File: config.mk
export PLATFORM = sky130hd
export DESIGN_NAME = alu_rr_scheduler
export DESIGN_NICKNAME = d
export VERILOG_FILES = /design/src/rtl/alu_pkg.sv /design/src/rtl/rr_arbiter.sv /design/src/rtl/alu_rr_scheduler.sv
export SDC_FILE = /design/constraint.sdc
export NUM_CORES = 1
export LEC_CHECK = 0
export BUFFER_PORTS_ARGS = -buffer_cell sky130_fd_sc_hd__buf_2
export CAP_MARGIN = 20
export CORE_AREA = 2 2 171 173
export CTS_CLUSTER_SIZE = 12
export DETAILED_ROUTE_END_ITERATION = 12
export DIE_AREA = 0 0 173 175
export GPL_TIMING_DRIVEN = 0
export PLACE_DENSITY = 0.57
export SLEW_MARGIN = 20
export SYNTH_ARGS = -nofsm -noshare
export SYNTH_HDL_FRONTEND = slang
export SYNTH_SLANG_ARGS = --single-unit
File: constraint.sdc
create_clock -name clk -period 3.23 [get_ports clk]
set_clock_uncertainty 0.1 [all_clocks]
set_input_delay 0 -clock clk [delete_from_list [all_inputs] [get_ports clk]]
set_output_delay 0 -clock clk [all_outputs]
set_load 0.02 [all_outputs]
File: src/rtl/alu_pkg.sv
// -----------------------------------------------------------------------------
// alu_pkg
// Shared definitions for the ALU round-robin scheduler:
//   - ALU opcode values (ADD..SADD) and the legal opcode range
//   - scheduler FSM state encoding
//   - op_is_legal(): tells whether an opcode lies in the legal range
// -----------------------------------------------------------------------------
package alu_pkg;

    localparam int OP_ADD  = 1;
    localparam int OP_SUB  = 2;
    localparam int OP_AND  = 3;
    localparam int OP_OR   = 4;
    localparam int OP_XOR  = 5;
    localparam int OP_SADD = 6;
    localparam int OP_MIN  = 1;
    localparam int OP_MAX  = 6;

    typedef enum logic [1:0] {
        IDLE = 2'd0,
        EXEC = 2'd1,
        RESP = 2'd2
    } state_t;

    // True when the opcode selects one of the implemented ALU operations.
    function automatic logic op_is_legal(input int unsigned op);
        return (op >= OP_MIN) && (op <= OP_MAX);
    endfunction

endpackage

File: src/rtl/rr_arbiter.sv
// -----------------------------------------------------------------------------
// rr_arbiter
// Purely combinational round-robin arbiter. The search starts at the requester
// after the last winner and wraps modulo NUM_REQ.
// Ports:
//   i_req     - request vector
//   i_last    - index of the previous winner
//   o_grant   - one-hot grant (all zero when no request)
//   o_winner  - index of the granted requester (0 when no request)
//   o_any_req - at least one request is active
// -----------------------------------------------------------------------------
module rr_arbiter #(
    parameter int NUM_REQ = 4,
    parameter int ID_W    = $clog2(NUM_REQ)
) (
    input  logic [NUM_REQ-1:0] i_req,
    input  logic [ID_W-1:0]    i_last,
    output logic [NUM_REQ-1:0] o_grant,
    output logic [ID_W-1:0]    o_winner,
    output logic               o_any_req
);

    logic w_found;

    // Walk the requesters starting at i_last+1 and pick the first active one.
    always_comb begin
        int idx;
        o_grant  = '0;
        o_winner = '0;
        w_found  = 1'b0;
        idx      = 0;
        for (int k = 1; k <= NUM_REQ; k++) begin
            idx = (int'(i_last) + k) % NUM_REQ;
            if (!w_found && i_req[ID_W'(idx)]) begin
                w_found                = 1'b1;
                o_grant[ID_W'(idx)]    = 1'b1;
                o_winner               = ID_W'(idx);
            end else begin
                w_found = w_found;
            end
        end
    end

    // Any-request flag, used to open a grant only when someone is asking.
    always_comb begin
        o_any_req = |i_req;
    end

endmodule

File: src/rtl/alu_rr_scheduler.sv
// -----------------------------------------------------------------------------
// alu_rr_scheduler
// Shares one combinational ALU between NUM_REQ requesters. A round-robin
// arbiter picks a requester; its operands are latched onto the ALU ports, the
// ALU result is registered one cycle later and returned on a tagged response
// channel that honours backpressure.
// Ports:
//   clk, rst                      - clock, synchronous active-high reset
//   req_valid / req_ready         - per-requester handshake
//   req_opA / req_opB / req_opcode- packed per-requester operands/opcode
//   alu_opA / alu_opB / alu_opcode- registered operands to the ALU
//   alu_result                    - combinational ALU result
//   resp_valid / resp_ready       - response handshake
//   resp_id / resp_result / resp_err - response payload
//   busy                          - scheduler is not idle
// -----------------------------------------------------------------------------
module alu_rr_scheduler
    import alu_pkg::*;
#(
    parameter int data_width   = 32,
    parameter int opcode_width = 7,
    parameter int NUM_REQ      = 4,
    parameter int ID_W         = $clog2(NUM_REQ)
) (
    input  logic                           clk,
    input  logic                           rst,
    input  logic [NUM_REQ-1:0]             req_valid,
    output logic [NUM_REQ-1:0]             req_ready,
    input  logic [NUM_REQ*data_width-1:0]  req_opA,
    input  logic [NUM_REQ*data_width-1:0]  req_opB,
    input  logic [NUM_REQ*opcode_width-1:0] req_opcode,
    output logic [data_width-1:0]          alu_opA,
    output logic [data_width-1:0]          alu_opB,
    output logic [opcode_width-1:0]        alu_opcode,
    input  logic [data_width-1:0]          alu_result,
    output logic                           resp_valid,
    input  logic                           resp_ready,
    output logic [ID_W-1:0]                resp_id,
    output logic [data_width-1:0]          resp_result,
    output logic                           resp_err,
    output logic                           busy
);

    state_t                  r_state;
    state_t                  w_next_state;
    logic [ID_W-1:0]         r_last;
    logic [ID_W-1:0]         r_id;
    logic [data_width-1:0]   r_alu_opA;
    logic [data_width-1:0]   r_alu_opB;
    logic [opcode_width-1:0] r_alu_opcode;
    logic                    r_resp_valid;
    logic [ID_W-1:0]         r_resp_id;
    logic [data_width-1:0]   r_resp_result;
    logic                    r_resp_err;

    logic [NUM_REQ-1:0]      w_arb_grant;
    logic [ID_W-1:0]         w_arb_winner;
    logic                    w_any_req;
    logic                    w_window;
    logic                    w_grant;
    logic [data_width-1:0]   w_sel_opA;
    logic [data_width-1:0]   w_sel_opB;
    logic [opcode_width-1:0] w_sel_opcode;

    rr_arbiter #(
        .NUM_REQ (NUM_REQ),
        .ID_W    (ID_W)
    ) u_arb (
        .i_req     (req_valid),
        .i_last    (r_last),
        .o_grant   (w_arb_grant),
        .o_winner  (w_arb_winner),
        .o_any_req (w_any_req)
    );

    // Grant window: idle, or a response is being consumed this cycle so a new
    // transaction can start back-to-back.
    always_comb begin
        w_window = (r_state == IDLE) || ((r_state == RESP) && resp_ready);
        w_grant  = w_window && w_any_req;
    end

    // Operand mux selecting the winner's slice of the packed request buses.
    always_comb begin
        w_sel_opA    = '0;
        w_sel_opB    = '0;
        w_sel_opcode = '0;
        for (int i = 0; i < NUM_REQ; i++) begin
            if (w_arb_winner == ID_W'(i)) begin
                w_sel_opA    = req_opA[i*data_width +: data_width];
                w_sel_opB    = req_opB[i*data_width +: data_width];
                w_sel_opcode = req_opcode[i*opcode_width +: opcode_width];
            end else begin
                w_sel_opA    = w_sel_opA;
            end
        end
    end

    // FSM state register.
    always_ff @(posedge clk) begin
        if (rst) begin
            r_state <= IDLE;
        end else begin
            r_state <= w_next_state;
        end
    end

    // FSM next-state logic.
    always_comb begin
        w_next_state = r_state;
        case (r_state)
            IDLE: begin
                if (w_grant) begin
                    w_next_state = EXEC;
                end else begin
                    w_next_state = IDLE;
                end
            end
            EXEC: begin
                w_next_state = RESP;
            end
            RESP: begin
                if (resp_ready) begin
                    if (w_grant) begin
                        w_next_state = EXEC;
                    end else begin
                        w_next_state = IDLE;
                    end
                end else begin
                    w_next_state = RESP;
                end
            end
            default: begin
                w_next_state = IDLE;
            end
        endcase
    end

    // FSM outputs: ready goes only to the winner while the window is open.
    always_comb begin
        if (w_grant) begin
            req_ready = w_arb_grant;
        end else begin
            req_ready = '0;
        end
        busy = (r_state != IDLE);
    end

    // Datapath: operand latch on grant, result capture in EXEC, response
    // release on handshake. Operands are left untouched after completion.
    always_ff @(posedge clk) begin
        if (rst) begin
            r_last        <= ID_W'(NUM_REQ - 1);
            r_id          <= '0;
            r_alu_opA     <= '0;
            r_alu_opB     <= '0;
            r_alu_opcode  <= '0;
            r_resp_valid  <= 1'b0;
            r_resp_id     <= '0;
            r_resp_result <= '0;
            r_resp_err    <= 1'b0;
        end else begin
            if (w_grant) begin
                r_alu_opA    <= w_sel_opA;
                r_alu_opB    <= w_sel_opB;
                r_alu_opcode <= w_sel_opcode;
                r_id         <= w_arb_winner;
                r_last       <= w_arb_winner;
            end
            if (r_state == EXEC) begin
                r_resp_valid  <= 1'b1;
                r_resp_id     <= r_id;
                r_resp_result <= alu_result;
                r_resp_err    <= !op_is_legal(32'(r_alu_opcode));
            end else if ((r_state == RESP) && resp_ready) begin
                r_resp_valid  <= 1'b0;
            end
        end
    end

    assign alu_opA     = r_alu_opA;
    assign alu_opB     = r_alu_opB;
    assign alu_opcode  = r_alu_opcode;
    assign resp_valid  = r_resp_valid;
    assign resp_id     = r_resp_id;
    assign resp_result = r_resp_result;
    assign resp_err    = r_resp_err;

endmodule

# Word level (Yosys, flattened, before mapping)

Index checks and enable logic that the tools add are counted.

Add/subtract/negate cells: 4
Order comparisons: 10
Equal/unequal tests: 5
Muxes and demuxes: 49
Bitwise logic cells: 3
Reductions and logical operators: 20

Operator list:

| kind                                                 | number |
|---|---|
| two-way mux 32 bit                                   | 8 |
| two-way mux 7 bit                                    | 4 |
| two-way mux 4 bit                                    | 5 |
| two-way mux 1 bit                                    | 18 |
| < comparator 2 x 4 -> 1 bit (second input constant)  | 4 |
| bitwise OR 4 bit                                     | 3 |
| logical AND 1 bit                                    | 10 |
| two-way mux 2 bit                                    | 5 |
| binary-select mux 1 bit (select 2 bit)               | 4 |
| demux 1 bit (select 2 bit)                           | 4 |
| >= comparator 2 x 1 -> 1 bit (second input constant) | 4 |
| >= comparator 7 x 1 -> 1 bit (second input constant) | 1 |
| <= comparator 7 x 3 -> 1 bit (second input constant) | 1 |
| == test 2 bit (second input constant)                | 3 |
| case mux 2 bit (3 select lines)                      | 1 |
| adder 2 x 1 -> 2 bit (second input constant)         | 2 |
| adder 2 bit (second input constant)                  | 2 |
| == test 2 x 1 -> 1 bit (second input constant)       | 2 |
| logical NOT 1 bit                                    | 4 |
| logical NOT 2 bit                                    | 2 |
| nonzero test 2 bit                                   | 2 |
| OR reduction 4 bit                                   | 1 |
| logical OR 1 bit                                     | 1 |

Flip-flop bits (word level): 113
Output and inout bits: 112
Word-level logic and storage cells: 101

# Depth between registers and ports, before layout

Depth in word-level cells: 19
Gate-level depth with buffers: 16
Gate-level depth less buffers: 8

# By module

From an unflattened synthesis, not the netlist that was laid out.

Cell total of the unflattened synthesis: 510
Area, all modules: 6097.1 um2

By module, submodules not included:

| module           | instances | cells each | area each (um2) |
|---|---|---|---|
| alu_rr_scheduler | 1         | 435        | 5485.3 |
| rr_arbiter       | 1         | 75         | 611.8 |

# Least setup slack after synthesis

OpenSTA, ideal clock, no wires.

Path type: register to register
Start: register r_last[0]
End: register r_alu_opA[0] (netlist: alu_opA[0])
Arrival: 3286 ps
Slack: -282 ps
Cell stages (with the launch flop): 15
Buffers on the path: 7
Clock period less this slack: 3512 ps
Cells stage by stage: dfxtp_1 -> buf_2 -> buf_4 -> clkinv_1 -> clkbuf_1 -> ha_1 -> buf_2 -> mux4_2 -> or2_1 -> o211a_1 -> buf_4 -> buf_6 -> buf_6 -> a32oi_1 -> nand3_1

Cells in the longest elaborated chain, start to end: 19

Ends and longest elaborated chain:

| item                                                 | RTL line                | source |
|---|---|---|
| start: declaration                                   | alu_rr_scheduler.sv:46  | `logic [ID_W-1:0] r_last;` |
| start signal: assignment                             | alu_rr_scheduler.sv:153 | `r_last <= ID_W'(NUM_REQ - 1);` |
| start signal: assignment                             | alu_rr_scheduler.sv:168 | `r_last <= w_arb_winner;` |
| adder 2 x 1 -> 2 bit                                 | rr_arbiter.sv:33        | `idx = (int'(i_last) + k) % NUM_REQ;` |
| binary-select mux 1 bit (select 2 bit)               | rr_arbiter.sv:34        | `if (!w_found && i_req[ID_W'(idx)]) begin` |
| two-way mux 1 bit (implied by the code) (2 in a row) | rr_arbiter.sv:34        |  |
| two-way mux 1 bit                                    | rr_arbiter.sv:34        |  |
| logical NOT 1 bit                                    | rr_arbiter.sv:34        |  |
| logical AND 1 bit                                    | rr_arbiter.sv:34        |  |
| two-way mux 1 bit                                    | rr_arbiter.sv:34        |  |
| logical NOT 1 bit                                    | rr_arbiter.sv:34        |  |
| logical AND 1 bit                                    | rr_arbiter.sv:34        |  |
| two-way mux 1 bit                                    | rr_arbiter.sv:34        |  |
| logical NOT 1 bit                                    | rr_arbiter.sv:34        |  |
| logical AND 1 bit                                    | rr_arbiter.sv:34        |  |
| two-way mux 2 bit (*)                                | rr_arbiter.sv:34        |  |
| logical NOT 2 bit                                    | alu_rr_scheduler.sv:89  | `if (w_arb_winner == ID_W'(i)) begin` |
| two-way mux 32 bit (3 in a row)                      | alu_rr_scheduler.sv:89  |  |
| two-way mux 32 bit (*)                               | alu_rr_scheduler.sv:89  |  |
| end signal: assignment                               | alu_rr_scheduler.sv:164 | `r_alu_opA <= w_sel_opA;` |
| end: declaration                                     | alu_rr_scheduler.sv:48  | `logic [data_width-1:0] r_alu_opA;` |

Mark *: on every way between the ends. The rest lies on a longest branch, timed or not. The select of a mux whose other input is x is not followed.
A chain may end at the register's enable or synchronous reset.

# Worst setup path after layout

Start: register r_last[1]
End: register r_alu_opB[27] (netlist: alu_opB[27])

Cells in the longest elaborated chain, start to end: 19

Ends and longest elaborated chain:

| item                                                 | RTL line                | source |
|---|---|---|
| adder 2 x 1 -> 2 bit                                 | rr_arbiter.sv:33        |  |
| binary-select mux 1 bit (select 2 bit)               | rr_arbiter.sv:34        |  |
| two-way mux 1 bit (implied by the code) (2 in a row) | rr_arbiter.sv:34        |  |
| two-way mux 1 bit                                    | rr_arbiter.sv:34        |  |
| logical NOT 1 bit                                    | rr_arbiter.sv:34        |  |
| logical AND 1 bit                                    | rr_arbiter.sv:34        |  |
| two-way mux 1 bit                                    | rr_arbiter.sv:34        |  |
| logical NOT 1 bit                                    | rr_arbiter.sv:34        |  |
| logical AND 1 bit                                    | rr_arbiter.sv:34        |  |
| two-way mux 1 bit                                    | rr_arbiter.sv:34        |  |
| logical NOT 1 bit                                    | rr_arbiter.sv:34        |  |
| logical AND 1 bit                                    | rr_arbiter.sv:34        |  |
| two-way mux 2 bit (*)                                | rr_arbiter.sv:34        |  |
| logical NOT 2 bit                                    | alu_rr_scheduler.sv:89  |  |
| two-way mux 32 bit (3 in a row)                      | alu_rr_scheduler.sv:89  |  |
| two-way mux 32 bit (*)                               | alu_rr_scheduler.sv:89  |  |
| end signal: assignment                               | alu_rr_scheduler.sv:165 | `r_alu_opB <= w_sel_opB;` |
| end: declaration                                     | alu_rr_scheduler.sv:49  | `logic [data_width-1:0] r_alu_opB;` |

Marks and branches as above.

==> flow_metrics.py <==
metrics = {
    "worst_setup_path": {
        "crit_path_start_kind": "flop",
        "reg2reg_setup_slack_ns": 0.08,
        "crit_path_end": "alu_opB[27]",
        "reg2regPathDepth": 11,
        "path_class": "reg -> reg",
        "cpPeakStageDelay_ns": 0.56,
        "cp-startpoint": "r_last[1]",
        "r2r-end": "alu_opB[27]",
        "r2r_start": "r_last[1]",
        "critPathArrivalTime_ns": 3.34,
        "path_cells": "buf_8 > clkinvlp_4 > ha_4 > mux4_2 > or2_4 > o221ai_4 > o21ai_4 > buf_4 > clkbuf_2 > o211ai_1 > nand3_1",
        "cp.required_ns": 3.42,
        "cp_max_fo": 10,
        "critPathCaptureType": "flop",
        "slowest_stage": "mux4_2",
    },
    "yosys": {
        "yosysUniqueCellTypes": 49,
        "synth_area_leaders": "dfxtp_1 (30%), nand3_1 (12%), o211ai_1 (7.4%)",
        "async_flop_share": 0,
        "syn_inst": 994,
        "synth_edf_count": 0,
        "yosys_warnings": 0,
        "syn_area_per_cell_um2": 7.62,
        "syn_nets": 1325,
        "synthMuxAreaShare": 0.0344,
        "syn-cell-area_mm2": 0.00758,
        "synth_xor_area_frac": 0,
        "synth_ff_type": "dfxtp_1",
        "yosys.area.top_type": "dfxtp_1",
        "yosysSeqAreaShare": 0.299,
        "ys_ff_latch": 113,
        "synthAdderAreaFrac": 0.0132,
        "yosysTopAreaCellShare": 0.299,
        "synth_top_family_by_area": "compound AO/OA/AOI/OAI gates",
        "synth_compound_area_frac": 0.365,
        "synth-simple-area-share": 0.213,
    },
    "grt": {
        "grt_antenna_before_repair": 2,
        "grt_first_pass_wirelength_um": 67300,
        "grt_pass1_vias": 12100,
        "met2_usage": 0.486,
        "gr-usage-met3": 0.0511,
        "grt_start_max_net_pins": 17,
        "grtUsageTotal": 0.280,
        "grt-busiest-layer": "met2",
        "overflow": 0,
        "grt_use_met1": 0.338,
    },
    "power": {
        "total_leakage_power_uw": 0.00661,
        "ir_drop_mv": 0.450,
        "powerDensity_mw_per_mm2": 816,
    },
    "placement": {
        "io_buffers": 432,
        "place_hpwl_um": 30300,
        "place_congestion": 0.895,
        "post-place-cells": 1810,
    },
    "cells_and_area": {
        "final_cell_mix": "buf_2 (445), dlygate4sd3_1 (318), nand3_1 (175)",
        "fin_cells": 2184,
        "drive_gt1_frac": 0.319,
        "nets": 2115,
        "syn2layout_area_growth_pct": 92.9,
        "layout_commonest_cell": "buf_2",
    },
    "die": {
        "die_w_um": 173,
        "rows": 62,
        "core_mm2": 0.0284,
        "die_h_um": 175,
        "dieArea_mm2": 0.0303,
        "initial_core_util": 0.267,
        "io_pins": 435,
    },
    "drt": {
        "viasPerCell": 5.51,
        "vias": 12000,
        "drt-total-wl_um": 45100,
        "first_pass_iters": 6,
        "antenna_left": 0,
        "drt_iter0_drc": 1135,
        "drc": 0,
        "wl_per_cell_um": 20.7,
    },
    "job": {
        "maxCapViolCount": 0,
    },
    "timing": {
        "rsz0062_at_grt": "false",
        "post-route-min-period_ns": 3.15,
        "finalHoldViolations": 0,
        "slew-limit-headroom": 0.478,
        "setup_viol": 0,
        "fin_crit_sh": 0.976,
        "worst_pin_slew_ns": 0.783,
        "clock.fmax_mhz": 317,
        "fin_tns_setup_ns": 0,
        "maxSlewViolCount": 0,
    },
    "clocking": {
        "cts_sinks": 113,
        "cts.htree.levels": 4,
        "cts_inserted_buffers": 17,
        "clockBufferDepth": 2,
        "clkTransAtPathRegs_ns": 0.08,
        "cts_tree": "built",
        "clk_latency_ns": 0.42,
        "cts_root_buf": "clkbuf_16",
    },
    "worst_hold_path": {
        "hold_class": "in -> reg",
    },
    "run_status": {
        "outcome": "finished clean",
    },
}
==> where the power goes <==
part	switching (µW)	total, µW	internal [µW]
clock network	823	1910	1090
logic	4960	8050	3090
registers	215	1970	1750
==> area by class of cell <==
class                   instances  area (µm²)
diodes                          3        7.51
plain buffers                 118         722
clock buffers                  18         439
clock inverters                14         130
fillers                      2610       13800
inverters                       4        31.3
multi-input cells             754        4840
flip-flops and latches        113        2270
well taps                     384         480
repair buffers                776        5700
==> cells by family (layout without fill, tap and decap cells) <==
kind of cell    Yosys count  after routing
simple gates            332            332
mux                      21             21
compound gates          393            393
flops                   113            113
fa+ha+maj                 8              8
other cells               0              3
buf+inv                 127            930
==> worst min-delay path by stage <==
stage / startpoint / end / slack (ns) / cells past startpoint
CTS: req_opB[74] / alu_opB[10] / 0.22 / 4
global placement: req_opB[69] / alu_opB[5] / 0.13 / 3
finish: req_opB[67] / alu_opB[3] / 0.24 / 4
global route: req_opB[65] / alu_opB[1] / 0.25 / 4
detailed placement: req_opA[95] / alu_opA[31] / 0.14 / 3
floorplan: alu_result[0] / resp_result[0] / 0.04 / 2
==> flip-flops by register name, summed over array words and instances, names as in the netlist <==
signal / count
alu_opcode: 7
alu_opB: 32
r_state: 2
resp_err: 1
resp_result: 32
r_id: 2
r_last: 2
resp_valid: 1
resp_id: 2
alu_opA: 32
==> per-stage QoR <==
step	hold WS, ns	util	total power (µW)	worst slack (ns)	instance area (µm²)
2_1_floorplan	0.0360	-	6380	0.00544	7590
3_3_place_gp	0.128	0.361	8660	-1.39	10200
3_5_place_dp	0.137	0.361	8730	-1.01	10200
4_1_cts	0.220	0.508	11600	-0.00551	14400
5_1_grt	0.247	0.515	12600	0.00555	14600
6_report	0.241	0.515	11900	0.0788	14600
==> worst max-delay path, delay by kind of cell, from the launching register on <==
family	cells	cell delay (ns)
adder cells (fa/ha/maj)	1	0.33
buffers and inverters	4	0.67
AO/OA/AOI/OAI	3	0.56
flip-flops	1	0.35
AND/OR/NAND/NOR	2	0.42
multiplexers	1	0.56
==> what timing repair did <==
item	in CTS	in global routing
hold buffers	318	0
hold endpoints to repair	106	0
gates cloned	2	5
setup endpoints to repair	79	73
pin swaps	6	5
buffers inserted	13	6
gates resized for setup	80	20
==> Yosys cell counts, drive strengths merged, types with 10 or more instances <==
cell type    n
a221o       10
mux2i       17
nor2b       10
a22o        57
nor2        10
a32oi       61
a21oi       96
o31ai       10
nand3      177
clkbuf      81
o211ai      75
dfxtp      113
nand2       89
o21ai       63
buf         42
and3        30
==> metal layers <==
layer | part of all wire | vias up
li1 | - | 5429
met2 | 0.48 | 843
met1 | 0.39 | 5629
met3 | 0.080 | 142
met5 | 0 | -
met4 | 0.041 | 0
Power figures use the tool's default switching activity.
